$ cat src/rtl/rc_sample_scheduler_pkg.sv
// rtl/rc_sample_scheduler_pkg.sv - shared FSM encodings and round-robin pick function for the RC sample scheduler
package rc_sample_scheduler_pkg;

   localparam int MAX_REQ   = 8;
   localparam int MAX_IDX_W = 3;

   typedef enum logic {
      ST_IDLE  = 1'b0,
      ST_OFFER = 1'b1
   } state_t;

   // Descending walk so the nearest pending index after 'last' is written last and wins.
   function automatic int rr_pick(input logic [MAX_REQ-1:0] pending, input int last, input int total);
      int idx;
      rr_pick = last;
      for (int k = MAX_REQ; k >= 1; k--) begin
         if (k <= total) begin
            idx = (last + k) % total;
            if (pending[idx[MAX_IDX_W-1:0]])
               rr_pick = idx;
         end
      end
   endfunction

endpackage

$ cat src/rtl/rc_sample_scheduler_if.sv
// rtl/rc_sample_scheduler_if.sv - outbound report channel between the scheduler and the host-facing write channel
interface rc_sample_scheduler_if #(
   parameter int WIDTH = 17,
   parameter int SEL_W = 3
);
   logic [WIDTH-1:0] bus_out;
   logic [SEL_W-1:0] out_selected;
   logic             out_stb;
   logic             out_rdy;

   modport master (output bus_out, output out_selected, output out_stb, input out_rdy);
   modport slave  (input bus_out, input out_selected, input out_stb, output out_rdy);
endinterface

$ cat src/rtl/rc_sample_scheduler_rr_pick.sv
// rtl/rc_sample_scheduler_rr_pick.sv - combinational round-robin priority encoder (module rc_rr_pick)
module rc_rr_pick
   import rc_sample_scheduler_pkg::*;
#(
   parameter int TOTAL = 7,
   parameter int SEL_W = 3
) (
   input  logic [TOTAL-1:0] pending,
   input  logic [SEL_W-1:0] last_grant,
   output logic [SEL_W-1:0] grant,
   output logic             valid
);

   always_comb begin
      valid = |pending;
      grant = SEL_W'(rr_pick(MAX_REQ'(pending), int'(last_grant), TOTAL));
   end

endmodule

$ cat src/rtl/rc_sample_scheduler.sv
// rtl/rc_sample_scheduler.sv - round-robin share of the RC report channel with one-deep slots; RC_SCHED_OVERWRITE_EN keeps newest sample on overrun
module rc_sample_scheduler
   import rc_sample_scheduler_pkg::*;
#(
   parameter int TOTAL = 7,
   parameter int WIDTH = 17,
   parameter int SEL_W = 3
) (
   input  logic                   clk,
   input  logic                   reset,
   input  logic [TOTAL-1:0]       rdy,
   input  logic [TOTAL*WIDTH-1:0] bus_in,
   input  logic [TOTAL-1:0]       enable,
   rc_sample_scheduler_if.master  out_if,
   output logic [TOTAL-1:0]       overrun,
   input  logic                   overrun_clr,
   output logic                   busy
);

   state_t           state;
   logic [TOTAL-1:0] pending;
   logic [WIDTH-1:0] hold [TOTAL];
   logic [SEL_W-1:0] last_grant;
   logic [SEL_W-1:0] pick;
   logic             pick_valid;
   logic [TOTAL-1:0] cap;
   logic [TOTAL-1:0] grant_now;

   // Disabled slots are never granted; their pending bit clears on the same edge.
   rc_rr_pick #(.TOTAL(TOTAL), .SEL_W(SEL_W)) u_rr_pick (
      .pending    (pending & enable),
      .last_grant (last_grant),
      .grant      (pick),
      .valid      (pick_valid)
   );

   always_comb begin
      cap       = rdy & enable;
      grant_now = '0;
      for (int i = 0; i < TOTAL; i++)
         grant_now[i] = (state == ST_IDLE) && pick_valid && (pick == SEL_W'(i));
   end

   assign busy = out_if.out_stb | (|pending);

   always_ff @(posedge clk) begin
      if (reset) begin
         state               <= ST_IDLE;
         out_if.out_stb      <= 1'b0;
         out_if.bus_out      <= '0;
         out_if.out_selected <= '0;
         last_grant          <= SEL_W'(TOTAL - 1);
         pending             <= '0;
         overrun             <= '0;
         for (int i = 0; i < TOTAL; i++)
            hold[i] <= '0;
      end else begin
         for (int i = 0; i < TOTAL; i++) begin
            if (!enable[i]) begin
               pending[i] <= 1'b0;
            end else if (rdy[i]) begin
               if (!pending[i] || grant_now[i]) begin
                  hold[i]    <= bus_in[WIDTH*i +: WIDTH];
                  pending[i] <= 1'b1;
               end
`ifdef RC_SCHED_OVERWRITE_EN
               else hold[i] <= bus_in[WIDTH*i +: WIDTH];
`else
               else hold[i] <= hold[i];
`endif
            end else if (grant_now[i]) begin
               pending[i] <= 1'b0;
            end
            // A new overrun in the same cycle as a clear takes precedence.
            if (overrun_clr)
               overrun[i] <= 1'b0;
            if (cap[i] && pending[i] && !grant_now[i])
               overrun[i] <= 1'b1;
         end

         case (state)
            ST_IDLE: begin
               if (pick_valid) begin
                  out_if.bus_out      <= hold[pick];
                  out_if.out_selected <= pick;
                  out_if.out_stb      <= 1'b1;
                  last_grant          <= pick;
                  state               <= ST_OFFER;
               end
            end
            ST_OFFER: begin
               if (out_if.out_rdy) begin
                  out_if.out_stb <= 1'b0;
                  state          <= ST_IDLE;
               end
            end
            default: state <= ST_IDLE;
         endcase
      end
   end

endmodule
$ cat src/flat_wrapper.sv
// flat-port wrapper written by rule: the top's interface ports become plain ports
module rc_sample_scheduler_flat import rc_sample_scheduler_pkg::*;
#(
   parameter int TOTAL = 7,
   parameter int WIDTH = 17,
   parameter int SEL_W = 3
)
  (clk, reset, rdy, bus_in, enable, overrun, overrun_clr, busy, out_if_bus_out, out_if_out_selected, out_if_out_stb, out_if_out_rdy);
  rc_sample_scheduler_if #(.WIDTH(WIDTH), .SEL_W(SEL_W)) out_if_i ();
  input  logic clk;
  input  logic reset;
  input  logic [TOTAL-1:0] rdy;
  input  logic [TOTAL*WIDTH-1:0] bus_in;
  input  logic [TOTAL-1:0] enable;
  output logic [TOTAL-1:0] overrun;
  input  logic overrun_clr;
  output logic busy;
  output wire logic [$bits(out_if_i.bus_out)-1:0] out_if_bus_out;
  output wire logic [$bits(out_if_i.out_selected)-1:0] out_if_out_selected;
  output wire logic [$bits(out_if_i.out_stb)-1:0] out_if_out_stb;
  input wire logic [$bits(out_if_i.out_rdy)-1:0] out_if_out_rdy;
  assign out_if_bus_out = out_if_i.bus_out;
  assign out_if_out_selected = out_if_i.out_selected;
  assign out_if_out_stb = out_if_i.out_stb;
  assign out_if_i.out_rdy = out_if_out_rdy;
  rc_sample_scheduler #(.TOTAL(TOTAL), .WIDTH(WIDTH), .SEL_W(SEL_W)) u_core (.clk(clk), .reset(reset), .rdy(rdy), .bus_in(bus_in), .enable(enable), .out_if(out_if_i), .overrun(overrun), .overrun_clr(overrun_clr), .busy(busy));
endmodule
$ cat config.mk
export PLATFORM = sky130hd
export DESIGN_NAME = rc_sample_scheduler_flat
export DESIGN_NICKNAME = d
export VERILOG_FILES = /design/src/rtl/rc_sample_scheduler_pkg.sv /design/src/rtl/rc_sample_scheduler_if.sv /design/src/rtl/rc_sample_scheduler_rr_pick.sv /design/src/rtl/rc_sample_scheduler.sv /design/src/flat_wrapper.sv
export SDC_FILE = /design/constraint.sdc
export NUM_CORES = 1
export LEC_CHECK = 0
export CAP_MARGIN = 20
export CORE_MARGIN = 2
export CORE_UTILIZATION = 53
export CTS_CLUSTER_SIZE = 10
export DETAILED_ROUTE_END_ITERATION = 10
export PLACE_DENSITY = 0.84
export SLEW_MARGIN = 20
export SYNTH_ARGS = -nofsm -noshare
export SYNTH_HDL_FRONTEND = slang
export SYNTH_HIERARCHICAL = 1
export SYNTH_SLANG_ARGS = --single-unit
$ cat constraint.sdc
create_clock -name clk -period 8.65 [get_ports clk]
set_input_delay 1.73 -clock clk [delete_from_list [all_inputs] [get_ports clk]]
set_output_delay 1.73 -clock clk [all_outputs]
set_load 0.05 [all_outputs]
== After elaboration in Yosys (flattened, before gate mapping) ==
Memory sizes are Yosys's and may differ from the RTL's. A register that Yosys moved wholly into a read port is not among the register bits.
Cells that the tools add are included.

* Word-level logic and storage cells: 312
* Memory bits (writable): 119
* Bits in registers: 22
* Memories kept: 1

{| class="wikitable"
|+ Memory list
! name !! words !! width !! read ports !! clocked after Yosys merged registers in !! write ports !! RTL line !! text
|-
| u_core.hold || 7 || 17 || 1 || 1 || 7 || rc_sample_scheduler.sv:22 || <nowiki>logic [WIDTH-1:0] hold [TOTAL];</nowiki>
|}

* Eq/ne operators: 22
* $lt $le $gt $ge: 7
* Div/mod/pow operators: 7
* Reductions and logical operators: 83
* Add/subtract/negate cells: 7
* Mux-type cells: 142
* Bitwise operators: 25

{| class="wikitable"
|+ Operator list
! operator !! count
|-
| 17-bit two-way mux || 14
|-
| 32-bit by 4-bit modulo with 32-bit output, second input constant || 7
|-
| 1-bit two-way mux || 112
|-
| 2-bit AND reduction || 16
|-
| 3-bit by 4-bit less-than comparator with 1-bit output, second input constant || 7
|-
| 2-bit nonzero test || 14
|-
| 1-bit logical AND || 22
|-
| 1-bit binary-select mux with 3-bit select || 7
|-
| 3-bit two-way mux || 7
|-
| 3-bit by 3-bit adder with 4-bit output, second input constant || 4
|-
| 2-bit by 1-bit inequality test with 1-bit output, second input constant || 8
|-
| 1-bit bitwise OR || 15
|-
| 7-bit bitwise AND || 2
|-
| 1-bit zero test || 14
|-
| 2-bit OR reduction || 7
|-
| 7-bit OR reduction || 2
|-
| 3-bit == test, second input constant || 3
|-
| 3-bit by 2-bit adder with 4-bit output, second input constant || 2
|-
| 1-bit NOT || 8
|-
| 1-bit logical OR || 7
|-
| 0-bit inequality test || 7
|-
| 3-bit by 2-bit == test with 1-bit output, second input constant || 2
|-
| 3-bit by 1-bit adder with 4-bit output, second input constant || 1
|-
| 1-bit case mux with 2 select lines || 2
|-
| other kinds (3) || 3
|}

== Longest topological paths before layout ==
Gate-level depths: netlist of the first run.

* Depth after elaboration: 21
* Gate-level depth with buffers: 26
* Mapped depth without buffers: 22

== By module ==
The synthesis of the first run kept the hierarchy.

{| class="wikitable"
|+ Modules (own cells, without submodules)
! module !! cells an instance !! instances !! area each (um^2) !! sequential area each (um^2)
|-
| rc_sample_scheduler || 543 || 1 || 6,885.4 || 4,334.2
|-
| rc_rr_pick || 301 || 1 || 2,270.9 || 0.0
|}

== Worst setup path after synthesis of the first run ==
Ideal clock, no wire load.

* Kind: register to register
* From: register, netlist name u_core/out_if.out_selected[0]
* To: memory u_core.hold[2][0] (enable)
* Buffers on the path: 4
* Arrival time: 6,082 ps
* Setup time: 395 ps
* Data required time: 8,255 ps
* Clock period less this slack: 6,477 ps
* Cell stages (with the launch flop): 25
* Setup slack: 2,173 ps
* Path through: dfxtp_1 -> buf_4 -> inv_1 -> buf_2 -> ha_1 -> ha_1 -> ha_1 -> clkbuf_1 -> nor3b_1 -> a221oi_1 -> nand3_2 -> ha_1 -> nor2b_1 -> o31ai_1 -> o221ai_2 -> or2_2 -> a221oi_2 -> o211ai_1 -> a221o_1 -> mux2i_1 -> a31oi_1 -> buf_4 -> nand2b_1 -> o31a_1 -> o21bai_1

{| class="wikitable"
|+ RTL lines
! element !! RTL line
|-
| end, declared || rc_sample_scheduler.sv:22
|}

==> flow_summary_export.csv, run 1 <==
group,metric,value,unit
clock_tree,path_clk_slew,0.06,ns
drt,drt-vias-per-instance,5.91,
critical_path,rr_startpoint,"u_core/last_grant[1]",
synthesis,synth_compound_area_frac,0.133,
critical_path,criticalPathCategory,"reg -> reg",
sta,fin_skew,0.0171,ns
clock_tree,cts_setup_buffers,0,
sta,setup_viol,0,
clock_tree,clock_sink_count,157,
critical_path,cp_data_arrival_time,7.19,ns
synthesis,synthSimpleGateAreaFrac,0.215,
place,port_buffers,165,
floorplanning,rows,48,
sta,slew_viol_final,0,
synthesis,synth_top_area_frac,0.390,
power,seq_power_share,0.188,
sta,fmax,144,MHz
worst_hold_path,min_path_type,"reg -> reg",
floorplanning,die_h,135,um
power,internal_power,2650,uW
synthesis,synth.area.mux_share,0.0914,
power,clkPwrFrac,0.133,
drt,ant_nets,0,
finish,nNetsFinal,1158,
power,vdd_ir_drop_max,0.590,mV
drt,met3_length,1570,um
worst_hold_path,holdPathStages,2,
drt,dr_total_vias,7280,
synthesis,synth_cell_type_count,79,
critical_path,cpPeakStageDelay,0.65,ns
sta,period_minus_slack,6.92,ns
clock_tree,insertion_delay,0.42,ns
synthesis,yosysSeqAreaShare,0.473,
sta,tns,0,ns
global_routing,grt_pass1_vias,7241,
finish,ff_latch_area,4330,um^2
drt,dr.pass1.iters,5,
global_routing,grt_pass1_wl,38300,um
synthesis,synth_edf_count,119,
finish,multi_input_area,4540,um^2
synthesis,synth_top_area_cell,"edfxtp_1",
synthesis,syn_nets,1007,
synthesis,synth.area.top_cells,"edfxtp_1 (39%), dfxtp_1 (8.3%), and2_1 (7.9%), mux2i_1 (5.6%), ha_1 (3.6%)",
clock_tree,cts_tree,"built",
place,hpwl,17800,um
synthesis,ys.flop_type,"edfxtp_1",
synthesis,postSynthAreaPerCell,10.8,um^2
finish,final_common_cell,"clkdlybuf4s50_1",
floorplanning,placeableCoreArea,17100,um^2
clock_tree,cts_hold_buf,0,
critical_path,path_max_fanout,42,
power,power_switching,2480,uW
finish,n_antenna_cell,0,
finish,area_growth,25.9,%
floorplanning,die_area,18300,um^2
drt,routed_wl,24800,um
drt,m1WireLength,9590,um
power,p_leak,0.00433,uW
critical_path,crit_required,8.92,ns
global_routing,grt.overflow.total,0,
drt,wire_per_inst,20.2,um
synthesis,yosysWarningCount,6,
synthesis,async_reset_ff_frac,0,
sta,rsz0062_at_grt,"no",
drt,dr.first_iter.drc_count,620,
critical_path,reg2reg_slack,1.73,ns
floorplanning,initial_core_util,0.535,
critical_path,r2r_end,"u_core/hold[3][16]",
worst_hold_path,min_to,"u_core/out_if.out_selected[2]",
global_routing,grt_start_max_net_pins,71,
synthesis,netlist_area,9160,um^2
run_status,status,"complete, no violations",
drt,dr_wl_met2,12400,um
sta,fin_crit_sh,0.800,
flow_run,drv_cap,0,
power,comb_power_share,0.679,
critical_path,critical-path-slowest-cell,"dfxtp_1",
finish,layout_common_cells,"clkdlybuf4s50_1 (164), edfxtp_1 (119), and2_1 (115)",
finish,drive_gt1_frac,0.0914,
drt,drc,0,
clock_tree,root_buffer,"clkbuf_16",
power,switching_share,0.483,
critical_path,worst-r2r-cell-count,22,
critical_path,crit_top_cell,"ha_1",
sta,tightest_slew,0.842,ns
clock_tree,cts_made_buffers,17,
place,routabilityCongestion,0.965,
finish,nFillCells,1252,
critical_path,crit_path_end_kind,"register",
sta,relSlewSlack,0.439,
synthesis,ys_ff_latch,157,
synthesis,synthAdderAreaFrac,0.0355,
clock_tree,ctsLongestPathBuffers,2,
clock_tree,post_cts_resized,0,
floorplanning,io_pins,166,
drt,dr.max_layer_used,"met5",
sta,final_hold_viol_count,0,
synthesis,synth_top_family_by_area,"simple AND/OR/NAND/NOR gates",
worst_hold_path,hold_start,"u_core/out_if.out_selected[2]",
power,p_per_area,445,nW/um^2
critical_path,worstPathCellList,"inv_1 > ha_1 > ha_1 > ha_1 > nor3b_1 > a221oi_1 > nand3_2 > ha_1 > nor2b_1 > or3_1 > and3_1 > a221oi_1 > a221oi_2 > o211ai_1 > a221o_1 > mux2i_1 > a31oi_4 > buf_4 > nand2_1 > o31a_1 > nor3_4 > and2_1",
place,dp_slack,1.82,ns
clock_tree,h-tree-depth,4,
synthesis,syn_inst,844,
critical_path,start_kind,"register",
floorplanning,die_w,135,um
synthesis,synth-xor-area-share,0.0195,
global_routing,antenna_found_initial,1,
sta,fin_ws,1.73,ns
global_routing,grt_usage,0.277,
[power by group through the flow]
stage,Combinational (uW),Clock [uW],Sequential [uW]
final,3480,683,966
after global routing,3700,718,975
after CTS,3440,689,965
after detailed placement,3390,0,977
after global placement,3350,0,975
after floorplan,2470,0,1060
[synth_stat cells (all sizes together) (6+ instances only)]
master,count
nor3b,10
edfxtp,119
a2bb2oi,7
mux4,12
o21ai,26
buf,25
o21bai,8
clkbuf,21
xnor2,14
o21a,8
o221ai,19
a32oi,8
nand2,61
a22oi,6
nand2b,11
inv,20
ha,26
a21oi,33
nor2b,24
nor2,45
nand3,13
a31oi,7
and3,9
and2,116
a21o,8
mux2i,52
nor3,23
dfxtp,38
nor4,6
[how the worst max path moves through the flow]
| stage | startpoint | endpoint | slack, ns | depth (start not counted) |
|---|---|---|---|---|
| final | u_core/last_grant[1] | u_core/hold[3][16] | 1.73 | 22 |
| after global routing | u_core/last_grant[1] | u_core/hold[3][16] | 1.17 | 22 |
| after CTS | u_core/last_grant[1] | u_core/hold[3][16] | 1.72 | 22 |
| after detailed placement | u_core/last_grant[1] | u_core/hold[4][2] | 1.82 | 22 |
| after global placement | u_core/last_grant[1] | u_core/hold[3][16] | 2.04 | 22 |
| after floorplan | u_core/out_if.out_selected[0] | u_core/hold[2][0] | 2.17 | 24 |
[routing by layer]
layer | up-vias | GRT usage
met5 | - | 0
met3 | 75 | 0.0464
met4 | 2 | 0.150
li1 | 3413 | -
met2 | 326 | 0.468
met1 | 3464 | 0.341
[cells by family (layout without fill, tap and decap cells)]
logic type                 count (synthesis)  after routing
AOI/OAI and AO/OA                        169            169
xor gates and xnor gates                  17             17
adders and majority gates                 26             26
buffers and inverters                     66            229
DFF                                      157            157
muxes                                     67             67
and+or+nand+nor                          342            342
[flip-flops by register name, indices dropped and copies added (netlist names)]
name / flops
u_core/hold: 119
u_core/out_if.bus_out: 17
u_core/overrun: 7
u_core/pending: 7
u_core/out_if.out_selected: 3
u_core/last_grant: 2
u_core/out_if.out_stb: 1
u_core/state: 1
[worst max-delay path, delay by kind of cell, from the launching register on]
| kind | cells | cell delay (ns) |
|---|---|---|
| flip-flops | 1 | 0.65 |
| buffers and inverters | 2 | 0.95 |
| adder cells (fa/ha/maj) | 4 | 1.47 |
| AND/OR/NAND/NOR | 8 | 1.88 |
| multiplexers | 1 | 0.10 |
| AO/OA/AOI/OAI | 7 | 1.70 |
[per-stage QoR]
step                      total power [uW]  instance area [um^2]  utilization  hold WS [ns]  instances
after CTS                             5100                 11500        0.673         0.473       1232
after global routing                  5390                 11500        0.673         0.505       1232
after detailed placement              4370                 11000        0.641         0.461       1201
final                                 5130                 11500        0.673         0.472       1232
after floorplan                       3530                  9160            -         0.481        844
after global placement                4320                 11000        0.641         0.456       1201
[area by class of cell]
type	count	share of cell area
Inverter	20	0.00651
Timing Repair Buffer	178	0.151
Sequential cell	157	0.376
Multi-Input combinational cell	621	0.394
Clock inverter	14	0.0104
Tap cell	225	0.0244
Clock buffer	17	0.0369
Note: power is estimated with default switching activity, not from simulation.
==> inputs of run 2 (changes only) <==
- clock period: 8.65 -> 7.25 ns (I/O delays scaled with it)
==> run 2 against run 1 <==
Compared with the run above: maximum frequency rose by 9.4%; first-iteration DRC count fell by 13%; sequential cell count did not move; critical endpoint is now u_core/out_if.bus_out[5]; clock power rose by 31%; highest routed layer unchanged; critical path type unchanged; combinational power rose by 17%; register-to-register slack got worse by 0.80 ns; global-route usage fell by 0.30 points; sequential share of layout area fell by 0.26 points; via count rose by 1.4%.
==> flow_summary_export.csv, run 2 (synthesized netlist as in run 1, its figures left out) <==
group,metric,value,unit
critical_path,rr_startpoint,"u_core/out_if.out_selected[0]",
clock_tree,h-tree-depth,4,
critical_path,crit_top_cell,"ha_1",
finish,nNetsFinal,1162,
finish,largest_reg_flops,119,
place,dp_slack,0.967,ns
global_routing,grt.overflow.total,0,
clock_tree,root_buffer,"clkbuf_16",
finish,final_common_cell,"clkdlybuf4s50_1",
place,dp.cells,1205,
floorplanning,rows,48,
critical_path,worstSetupEndpoint,"u_core/out_if.bus_out[5]",
sta,fmax,158,MHz
sta,slew_viol_final,0,
sta,fin_ws,0.925,ns
global_routing,grt_usage,0.274,
finish,drive_gt1_frac,0.0949,
critical_path,crit_required,7.57,ns
floorplanning,die_h,135,um
global_routing,grt_start_max_net_pins,71,
critical_path,crit_start,"u_core/out_if.out_selected[0]",
clock_tree,cts_made_buffers,17,
critical_path,cpPeakStageDelay,0.58,ns
global_routing,antenna_found_initial,1,
critical_path,crit_buf_inv,2,
critical_path,start_kind,"register",
clock_tree,insertion_delay,0.42,ns
critical_path,cp_data_arrival_time,6.64,ns
sta,fin_crit_sh,0.872,
floorplanning,die_w,135,um
power,p_leak,0.00438,uW
floorplanning,die_area,18300,um^2
finish,regMostFlops,"u_core/hold",
global_routing,grt_pass1_vias,7332,
floorplanning,initial_core_util,0.535,
finish,area_growth,26.7,%
place,routabilityCongestion,0.915,
finish,n_antenna_cell,0,
critical_path,worst-r2r-cell-count,22,
drt,wire_per_inst,19.9,um
critical_path,r2r_end,"u_core/out_if.bus_out[5]",
drt,ant_nets,0,
sta,rsz0062_at_grt,"no",
clock_tree,ctsLongestPathBuffers,2,
sta,tns,0,ns
clock_tree,clock_sink_count,157,
critical_path,reg2reg_slack,0.93,ns
sta,final_hold_viol_count,0,
power,vdd_ir_drop_max,0.694,mV
place,hpwl,17400,um
floorplanning,placeableCoreArea,17100,um^2
clock_tree,cts_tree,"built",
run_status,status,"complete, no violations",
finish,layout_common_cells,"clkdlybuf4s50_1 (164), edfxtp_1 (119), and2_1 (115)",
finish,nFillCells,1242,
power,p_per_area,527,nW/um^2
clock_tree,cts_setup_buffers,0,
finish,largest_registers,"u_core/hold x119, u_core/out_if.bus_out x17",
clock_tree,post_cts_resized,0,
critical_path,criticalPathCategory,"reg -> reg",
sta,relSlewSlack,0.438,
critical_path,worstPathCellList,"ha_1 > xor2_2 > inv_1 > ha_1 > ha_1 > a221oi_1 > nand3_2 > ha_1 > nor2b_1 > or3_1 > and3_1 > a221oi_1 > a221oi_2 > nor3b_1 > o31a_1 > a21boi_1 > o21ai_2 > buf_4 > nand2b_1 > o221ai_1 > a21oi_1 > nor3_1",
flow_run,drv_cap,0,
worst_hold_path,holdPathStages,2,
critical_path,critical-path-slowest-cell,"dfxtp_1",
sta,period_minus_slack,6.32,ns
drt,dr.pass1.iters,5,
critical_path,cp_top_family,"compound AO/OA/AOI/OAI gates",
finish,fin_cells,1237,
floorplanning,io_pins,166,
clock_tree,path_clk_slew,0.06,ns
drt,drt-vias-per-instance,5.97,
drt,routed_wl,24600,um
critical_path,crit_path_end_kind,"register",
clock_tree,cts_hold_buf,0,
place,port_buffers,165,
drt,dr_total_vias,7383,
worst_hold_path,min_path_type,"reg -> reg",
global_routing,grt_pass1_wl,38200,um
sta,fin_skew,0.00804,ns
sta,setup_viol,0,
drt,dr.first_iter.drc_count,537,
drt,drc,0,
critical_path,path_depth,22,
sta,tightest_slew,0.843,ns
critical_path,path_max_fanout,38,
run 2: cell count changes in the layout (fill, tap and decap cells not counted):
| cell | delta |
|---|---|
| clkbuf_1 | +1 |
| clkinv_4 | +1 |
| buf_4 | +4 |
| clkinvlp_4 | -4 |
| bufinv_16 | +2 |
| inv_6 | +1 |
run 2: per-layer routing:
metal  up-vias  track usage  wire, um
met3        74       0.0445      1740
met2       379        0.481     12600
met5         -            0        11
li1       3435            -         -
met1      3493        0.333      9310
met4         2        0.122       951
run 2: worst min-delay path by stage:
stage,from,to,slack (ns)
after CTS,u_core/out_if.out_selected[2],u_core/out_if.out_selected[2],0.47
after detailed placement,u_core/out_if.out_selected[2],u_core/out_if.out_selected[2],0.46
after global routing,u_core/out_if.out_selected[2],u_core/out_if.out_selected[2],0.50
after floorplan,u_core/hold[5][13],u_core/out_if.bus_out[13],0.48
final,u_core/out_if.out_selected[2],u_core/out_if.out_selected[2],0.46
after global placement,u_core/out_if.out_selected[2],u_core/out_if.out_selected[2],0.46
run 2: layout make-up:
cell class / count / area (um^2) / share of cell area
clock buffer: 18 / 429 / 0.0370
tap: 225 / 282 / 0.0243
clock inverter: 14 / 168 / 0.0144
inverter: 20 / 75.1 / 0.00647
timing repair buffer: 182 / 1770 / 0.153
multi-input combinational: 621 / 4540 / 0.391
sequential: 157 / 4330 / 0.373
run 2: through the flow:
| stage | hold WS (ns) | cell area (um^2) | power, uW | util |
|---|---|---|---|---|
| after floorplan | 0.481 | 9160 | 4210 | - |
| after global placement | 0.456 | 11000 | 5070 | 0.643 |
| after detailed placement | 0.456 | 11000 | 5120 | 0.643 |
| after CTS | 0.468 | 11600 | 6070 | 0.678 |
| after global routing | 0.498 | 11600 | 6450 | 0.678 |
| final | 0.464 | 11600 | 6110 | 0.678 |
run 2: where the power goes:
part           leakage (uW)  switching (uW)  internal, uW
Clock              0.000278             352           542
Sequential          0.00157            64.9          1080
Combinational       0.00253            2450          1620
Total               0.00438            2870          3240
run 2: worst min-delay path: stages, from the launching register on:
cell     delay (ns)
dfxtp_1        0.31
nand2_1        0.05
a21oi_1        0.05
